==> src/rtl/invader_fleet.sv <==
// invader_fleet: marching invader grid with bullet collision, edge-aware
// fleet stepping, landing and wave-cleared detection.
// Optional macro INVADER_SPEEDUP_EN halves the step period once eight or
// fewer invaders remain.
module invader_fleet #(
  parameter int COLS        = 8,
  parameter int ROWS        = 4,
  parameter int STEP_PERIOD = 16,
  parameter int SHIP_ROW    = 15
) (
  input  logic                 clk,
  input  logic                 reset,
  input  logic                 clear,
  input  logic                 enable,
  input  logic [4:0]           bulletX,
  input  logic [3:0]           bulletY,
  input  logic                 bulletActive,
  output logic                 hit,
  output logic [COLS*ROWS-1:0] alive,
  output logic [4:0]           originX,
  output logic [3:0]           originY,
  output logic                 waveCleared,
  output logic                 landed
);

  localparam int N = COLS * ROWS;

  typedef enum logic [1:0] {RUN, LANDED, CLEARED} state_t;

  state_t         state_q, state_d;
  logic [N-1:0]   alive_q, alive_d;
  logic [4:0]     origin_x_q, origin_x_d;
  logic [3:0]     origin_y_q, origin_y_d;
  logic           dir_left_q, dir_left_d;
  logic [7:0]     step_cnt_q, step_cnt_d;
  logic           hit_q, hit_d;

  logic [COLS-1:0] col_any;
  logic [5:0]      max_col, min_col;
  logic [7:0]      period;

  // Column occupancy: a column counts while any of its invaders lives.
  for (genvar gi = 0; gi < COLS; gi++) begin : g_col
    logic [ROWS-1:0] bits;
    for (genvar gr = 0; gr < ROWS; gr++) begin : g_row
      assign bits[gr] = alive_q[gr*COLS+gi];
    end
    assign col_any[gi] = |bits;
  end

  // Outermost living columns bound how far the fleet may march.
  always_comb begin
    max_col = 6'd0;
    min_col = 6'd0;
    for (int c = 0; c < COLS; c++)
      if (col_any[c]) max_col = 6'(c);
    for (int c = COLS - 1; c >= 0; c--)
      if (col_any[c]) min_col = 6'(c);
  end

`ifdef INVADER_SPEEDUP_EN
  localparam int HALF_PERIOD = (STEP_PERIOD / 2 < 1) ? 1 : STEP_PERIOD / 2;
  int alive_count;

  // Thin fleets march at double pace.
  always_comb begin
    alive_count = 0;
    for (int i = 0; i < N; i++)
      if (alive_q[i]) alive_count++;
    period = (alive_count <= 8) ? 8'(HALF_PERIOD) : 8'(STEP_PERIOD);
  end
`else
  assign period = 8'(STEP_PERIOD);
`endif

  logic [5:0] dx;
  logic [4:0] dy;
  logic       x_in, y_in;
  int         hit_idx;
  logic [4:0] max_row;

  // Next-state: collision, step pacing, fleet movement and end conditions.
  always_comb begin
    state_d    = state_q;
    alive_d    = alive_q;
    origin_x_d = origin_x_q;
    origin_y_d = origin_y_q;
    dir_left_d = dir_left_q;
    step_cnt_d = step_cnt_q;
    hit_d      = 1'b0;
    max_row    = 5'd0;

    dx      = {1'b0, bulletX} - {1'b0, origin_x_q};
    dy      = {1'b0, bulletY} - {1'b0, origin_y_q};
    x_in    = (bulletX >= origin_x_q) && (dx < 6'(COLS));
    y_in    = (bulletY >= origin_y_q) && (dy < 5'(ROWS));
    hit_idx = (x_in && y_in) ? (int'(dy) * COLS + int'(dx)) : 0;

    if (state_q == RUN) begin
      // Collision uses the registered origin, so it composes with a step.
      if (bulletActive && x_in && y_in && alive_q[hit_idx]) begin
        alive_d[hit_idx] = 1'b0;
        hit_d            = 1'b1;
      end

      if (alive_q == '0) begin
        state_d = CLEARED;
      end else if (enable) begin
        // >= lets a counter stranded above a shortened period step at once.
        if (step_cnt_q >= 8'(period - 8'd1)) begin
          step_cnt_d = 8'd0;
          if (!dir_left_q) begin
            if ({1'b0, origin_x_q} + max_col < 6'd31) begin
              origin_x_d = origin_x_q + 5'd1;
            end else begin
              origin_y_d = origin_y_q + 4'd1;
              dir_left_d = 1'b1;
            end
          end else begin
            if ({1'b0, origin_x_q} + min_col > 6'd0) begin
              origin_x_d = origin_x_q - 5'd1;
            end else begin
              origin_y_d = origin_y_q + 4'd1;
              dir_left_d = 1'b0;
            end
          end
        end else begin
          step_cnt_d = step_cnt_q + 8'd1;
        end
      end

      // Landing is judged on the post-edge fleet so no extra step slips in.
      if (state_d == RUN && alive_d != '0) begin
        for (int r = 0; r < ROWS; r++)
          if (|alive_d[r*COLS +: COLS]) max_row = 5'(r);
        if ({1'b0, origin_y_d} + max_row >= 5'(SHIP_ROW))
          state_d = LANDED;
      end
    end
  end

  // State registers; reset and clear both restart the wave.
  always_ff @(posedge clk) begin
    if (reset || clear) begin
      state_q    <= RUN;
      alive_q    <= '1;
      origin_x_q <= 5'd0;
      origin_y_q <= 4'd0;
      dir_left_q <= 1'b0;
      step_cnt_q <= 8'd0;
      hit_q      <= 1'b0;
    end else begin
      state_q    <= state_d;
      alive_q    <= alive_d;
      origin_x_q <= origin_x_d;
      origin_y_q <= origin_y_d;
      dir_left_q <= dir_left_d;
      step_cnt_q <= step_cnt_d;
      hit_q      <= hit_d;
    end
  end

  assign hit         = hit_q;
  assign alive       = alive_q;
  assign originX     = origin_x_q;
  assign originY     = origin_y_q;
  assign waveCleared = (state_q == CLEARED);
  assign landed      = (state_q == LANDED);

endmodule
==> config.mk <==
export PLATFORM = sky130hd
export DESIGN_NAME = invader_fleet
export DESIGN_NICKNAME = d
export VERILOG_FILES = /design/src/rtl/invader_fleet.sv
export SDC_FILE = /design/constraint.sdc
export NUM_CORES = 1
export LEC_CHECK = 0
export BUFFER_PORTS_ARGS = -buffer_cell sky130_fd_sc_hd__buf_2
export CAP_MARGIN = 0
export CORE_AREA = 2 2 129 131
export DETAILED_ROUTE_END_ITERATION = 7
export DIE_AREA = 0 0 131 133
export GPL_ROUTABILITY_DRIVEN = 1
export PLACE_DENSITY_LB_ADDON = 0.15
export SYNTH_ARGS = -nofsm -noshare
export SYNTH_HDL_FRONTEND = slang
export SYNTH_SLANG_ARGS = --single-unit
==> constraint.sdc <==
create_clock -name clk -period 8.7 [get_ports clk]
set_input_delay 1.74 -clock clk [delete_from_list [all_inputs] [get_ports clk]]
set_output_delay 1.74 -clock clk [all_outputs]
set_load 0.01 [all_outputs]
======== Word level (Yosys, flattened, before mapping) ========
Cells that the tools add are included.
word-level totals
  input bits .............................. 14
  word-level logic and storage cells ...... 110
  bits in registers ....................... 53
  output and inout bits ................... 44
operators by class
  equal/unequal tests ..................... 3
  reductions and logical operators ........ 29
  $lt $le $gt $ge ......................... 10
  add/subtract/negate cells ............... 10
  bitwise operators ....................... 4
  mux-type cells .......................... 47
operator list
  kind                                                                count
  two-way mux 6 bit                                                   13
  two-way mux 32 bit                                                  2
  two-way mux 5 bit                                                   7
  bitwise AND 32 bit                                                  1
  zero test 32 bit                                                    1
  NOT 32 bit                                                          1
  nonzero test 32 bit                                                 1
  OR reduction 4 bit                                                  8
  two-way mux 4 bit                                                   7
  OR reduction 8 bit                                                  3
  adder 5 x 6 -> 6 bit                                                2
  adder 8 x 6 -> 9 bit                                                1
  greater-or-equal comparator 9 x 1 -> 1 bit (second input constant)  1
  less-than comparator 9 x 6 -> 1 bit (second input constant)         1
  two-way mux 1 bit                                                   9
  two-way mux 9 bit                                                   1
  adder 8 x 1 -> 8 bit (second input constant)                        1
  greater-or-equal comparator 8 x 4 -> 1 bit (second input constant)  1
  logical AND 1 bit                                                   8
  two-way mux 2 bit                                                   4
  two-way mux 8 bit                                                   1
  greater-than comparator 6 x 1 -> 1 bit (second input constant)      1
  less-than comparator 6 x 4 -> 1 bit (second input constant)         1
  less-than comparator 6 x 5 -> 1 bit (second input constant)         1
  24 further kinds                                                    26

======== Logic depth before layout (Yosys ltp) ========
  depth after elaboration ................. 23
  depth in mapped cells ................... 28
  mapped depth without buffers ............ 28

======== Worst setup path before layout ========
Ideal clock, no wire load.
  path type ............................... in2reg
  from .................................... in bulletX[0]
  to ...................................... reg state_q[0]
  arrival time ............................ 6434 ps
  required time ........................... 8640 ps
  library setup time ...................... 60 ps
  stages .................................. 26
  path slack .............................. 2206 ps
  buffers on the path ..................... 0
  cell sequence ........................... inv_1 > ha_1 > inv_1 > fa_1 > nand3_1 > and3_1 > nor2_1 > xor2_1 > ha_1 > nor2b_1 > nand2_1 > o22ai_1 > nor3_1 > nand3_2 > or4_1 > a21oi_1 > o22a_1 > o211ai_1 > a21bo_2 > ha_1 > inv_1 > fa_1 > nand2b_1 > maj3_1 > o21bai_1 > o311a_1
on the way
  longest elaborated chain between the ends .. 23
RTL lines
  element                                                                                                                  line  RTL
  from (decl)                                                                                                              15    input logic [4:0] bulletX,
  subtractor 5 x 5 -> 6 bit                                                                                                93    dx = {1'b0, bulletX} - {1'b0, origin_x_q};
  less-than comparator 6 x 4 -> 1 bit                                                                                      95    x_in = (bulletX >= origin_x_q) && (dx < 6'(COLS));
  logical AND 1 bit                                                                                                        95
  logical AND 1 bit                                                                                                        97    hit_idx = (x_in && y_in) ? (int'(dy) * COLS + int'(dx)) : 0;
  two-way mux 9 bit                                                                                                        97
  greater-or-equal comparator 9 x 1 -> 1 bit (not written as such) or less-than comparator 9 x 6 -> 1 bit (tied branches)  102   alive_d[hit_idx] = 1'b0;
  logical AND 1 bit (not written as such)                                                                                  102
  two-way mux 1 bit (not written as such)                                                                                  102
  [6 not listed]                                                                                                           -
  two-way mux 1 bit                                                                                                        135   if (|alive_d[r*COLS +: COLS]) max_row = 5'(r);
  two-way mux 5 bit (2 in series)                                                                                          135
  two-way mux 5 bit                                                                                                        133   if (state_d == RUN && alive_d != '0) begin
  two-way mux 5 bit                                                                                                        99    if (state_q == RUN) begin
  adder 4 x 5 -> 5 bit                                                                                                     136   if ({1'b0, origin_y_d} + max_row >= 5'(SHIP_ROW))
  greater-or-equal comparator 5 x 4 -> 1 bit                                                                               136
  two-way mux 2 bit                                                                                                        136
  two-way mux 2 bit *                                                                                                      133
  to (signal assigned)                                                                                                     153   state_q <= state_d;
  to (decl)                                                                                                                30    state_t state_q, state_d;
Mark *: on every way between the ends. The rest lies on a longest branch, timed or not. The select of a mux whose other input is x is not followed.
A chain may end at the register's enable or synchronous reset.

======== Worst setup path after layout ========
Ends and elaborated chain as after synthesis.

==> flow_metrics.tcl <==
set metrics [dict create \
    crit_buf_inv 4 \
    hold_buffers 0 \
    multi_input_area_um2 2680 \
    drtAntennaViolNets 0 \
    cp.arrival_ns 7.49 \
    fp.dieH_um 133 \
    slowest_stage "nor3_2" \
    tightest_slew_ns 1.07 \
    clockPowerShare_pct 41.1 \
    gp_congestion 0.928 \
    cp-end-kind "flop" \
    clock_latency_ns 0.30 \
    cts.sinks 53 \
    regToRegSetupSlack_ns 2.44 \
    cts_resized 0 \
    ys_seq_area_share_pct 27.1 \
    setup_ws_ns 1.47 \
    antennaDiodeCount 0 \
    leakage_nw 1.61 \
    ir_drop_uv 62.9 \
    io_buffer_count 57 \
    cts_tree "yes" \
    rsz0062_at_grt "no" \
    antenna_found_initial 0 \
    detail_route.iter0.violations 295 \
    yosys_warnings 0 \
    period_share_pct 83.2 \
    nNetsFinal 582 \
    crit_fanout 19 \
    pwr-share-comb_pct 11.9 \
    root_buffer "clkbuf_16" \
    fmax_mhz 138 \
    drive_gt1_share_pct 16.4 \
    start_util_pct 24.2 \
    syn_area_um2 3920 \
    swShare_pct 27.9 \
    ys.flop_type "dfxtp_1" \
    first_global_vias 3821 \
    core-area_um2 16200 \
    wirelength_mm 13.5 \
    crit_path_start_kind "input port" \
    synth_enable_flop_cells 0 \
    slowest_delay_ns 0.57 \
    hp-class "reg2reg" \
    finalSetupViolations 0 \
    nFillCells 1751 \
    grt-ovfl-total 0 \
    skew_ns 0.00467 \
    syn2layout_area_growth_pct 16.6 \
    intPower_mw 0.372 \
    async_flop_share_pct 0 \
    clk_pin_slew_ns 0.08 \
    synth_cell_type_count 67 \
    io_pins 58 \
    grt_use_total_pct 15.8 \
    fp.dieArea_um2 17400 \
    fin_area_um2 4570 \
    power_density_nw_per_um2 113 \
    crit_required_ns 8.95 \
    status "complete, no violations" \
    rows 47 \
    dp_slack_ns 1.18 \
    grt_first_pass_wirelength_mm 21.4 \
    dpl.cell_count 750 \
    timing.setup.tns_ns 0 \
    cp_top_family "simple AND/OR/NAND/NOR gates" \
    regArea_um2 1060 \
    numCtsBuffers 5 \
    instances_no_fill 758 \
    post-route-util_pct 28.3 \
    firstDrtPassIters 6 \
    post_cts_buffers 0 \
    drv_cap 0 \
    synth_cells 490 \
    slew_headroom_pct 28.2 \
    grt_max_degree 44 \
    path_class "in2reg" \
    post_drt_via_cell_ratio 5.08 \
    synth_nets 535 \
    min_period_ns 7.23 \
    ys_ff_latch 53 \
    p_switching_mw 0.144 \
    synth.avg_cell_area_um2 8.00 \
    finalHoldViolCount 0 \
    vias 3854 \
    chipWidth_um 131 \
    wl_per_cell_um 17.8 \
    slew_viol_final 0 \
    place_area_um2 4420 \
    drc 0 \
    place_hpwl_mm 10.4 \
    clk_path_buf_depth 2 \
    htree_levels 2 \
    pwr-share-seq_pct 47.1 \
]
[layout make-up]
class,instances,area share [%]
tap,220,6.02
clock buffer,5,2.74
multi-input combinational,391,58.5
clock inverter,3,0.575
timing repair buffer,61,6.89
sequential,53,23.2
inverter,25,2.05
[path summary, 6_finish.rpt]
check / start / to / cells after the start
hold / removal: step_cnt_q[4] / step_cnt_q[4] / 2
setup reg to reg: originX[1] / state_q[0] / 26
setup / recovery: bulletX[0] / state_q[0] / 29
hold reg to reg: step_cnt_q[4] / step_cnt_q[4] / 2
[flip-flops by register name (all words and copies together), names as in the netlist]
register,cells
alive,32
step_cnt_q,8
originX,5
originY,4
state_q,2
dir_left_q,1
hit,1
[worst min-delay path: cells and delay by family (launching register included)]
kind	cells	cell delay [ns]
flip-flops	1	0.33
AND/OR/NAND/NOR	2	0.09
[layout by cell type (no fill, tap or decap), types with 6 or more instances in the layout]
cell type | Yosys | final
nand4_1 | 6 | 6
inv_1 | 25 | 25
dfxtp_1 | 53 | 53
buf_2 | 9 | 57
nand2_1 | 31 | 31
mux4_2 | 6 | 6
o21ai_0 | 8 | 8
nand3_1 | 7 | 7
fa_1 | 6 | 6
nor4_1 | 16 | 16
nor2b_1 | 8 | 8
and3_1 | 6 | 6
nor3_1 | 10 | 10
ha_1 | 25 | 25
nor2_1 | 76 | 76
or4_1 | 6 | 6
xnor2_1 | 10 | 10
nand2b_1 | 8 | 8
a21oi_1 | 54 | 54
o22ai_1 | 6 | 6
xor2_1 | 10 | 10
[cell families (layout without fill, tap and decap cells)]
group | Yosys count | count (layout) | share of synthesized area (%)
AO/OA/AOI/OAI | 119 | 119 | 19.8
AND/OR/NAND/NOR | 208 | 208 | 27.6
XOR/XNOR | 21 | 21 | 4.88
buffers and inverters | 46 | 94 | 4.69
multiplexers | 10 | 10 | 4.47
flip-flops | 53 | 53 | 27.1
adder cells (fa/ha/maj) | 33 | 33 | 11.6
[routing by layer]
metal	track usage [%]	routed length, µm
met1	21.5	6120
met2	25.6	6470
met5	0	0
met3	1.98	559
met4	5.61	380
[cells in the mapped netlist, drive strengths merged (3+ instances only)]
cell / number / area share [%]
inv: 25 / 2.4
or2: 6 / 0.96
and3: 6 / 0.96
nor3b: 4 / 0.77
o211ai: 3 / 0.57
o21bai: 3 / 0.57
or4: 6 / 1.1
nor2b: 8 / 1.3
ha: 25 / 8.0
mux4: 6 / 3.4
nand2b: 8 / 1.3
fa: 6 / 3.1
or3: 5 / 0.80
o21a: 5 / 0.96
a21oi: 54 / 6.9
nor4: 18 / 3.4
buf: 10 / 1.2
xnor2: 10 / 2.2
dfxtp: 53 / 27
clkbuf: 11 / 1.1
a21o: 4 / 0.77
xor2: 11 / 2.6
o31ai: 3 / 0.57
a211oi: 5 / 0.96
o22ai: 6 / 0.96
o41ai: 3 / 0.86
nand3: 8 / 1.1
o21ai: 9 / 1.1
nor2: 77 / 7.4
nand4: 6 / 0.96
nor3: 11 / 1.5
and2: 4 / 0.64
nand2: 31 / 3.0
mux2i: 4 / 1.0
[power groups by stage]
stage	Clock, mW	Combinational, mW	Sequential (mW)
2_1_floorplan	0	0.0435	0.249
3_3_place_gp	0	0.0603	0.249
3_5_place_dp	0	0.0604	0.249
4_1_cts	0.221	0.0607	0.243
5_1_grt	0.227	0.0682	0.243
6_report	0.212	0.0613	0.243
[through the flow]
step                hold slack [ns]  power (mW)
finish                        0.456       0.516
global route                  0.510       0.539
CTS                           0.460       0.524
detailed placement            0.449       0.309
global placement              0.445       0.309
floorplan                     0.418       0.292
No activity file was read; power rests on OpenSTA's default activity.
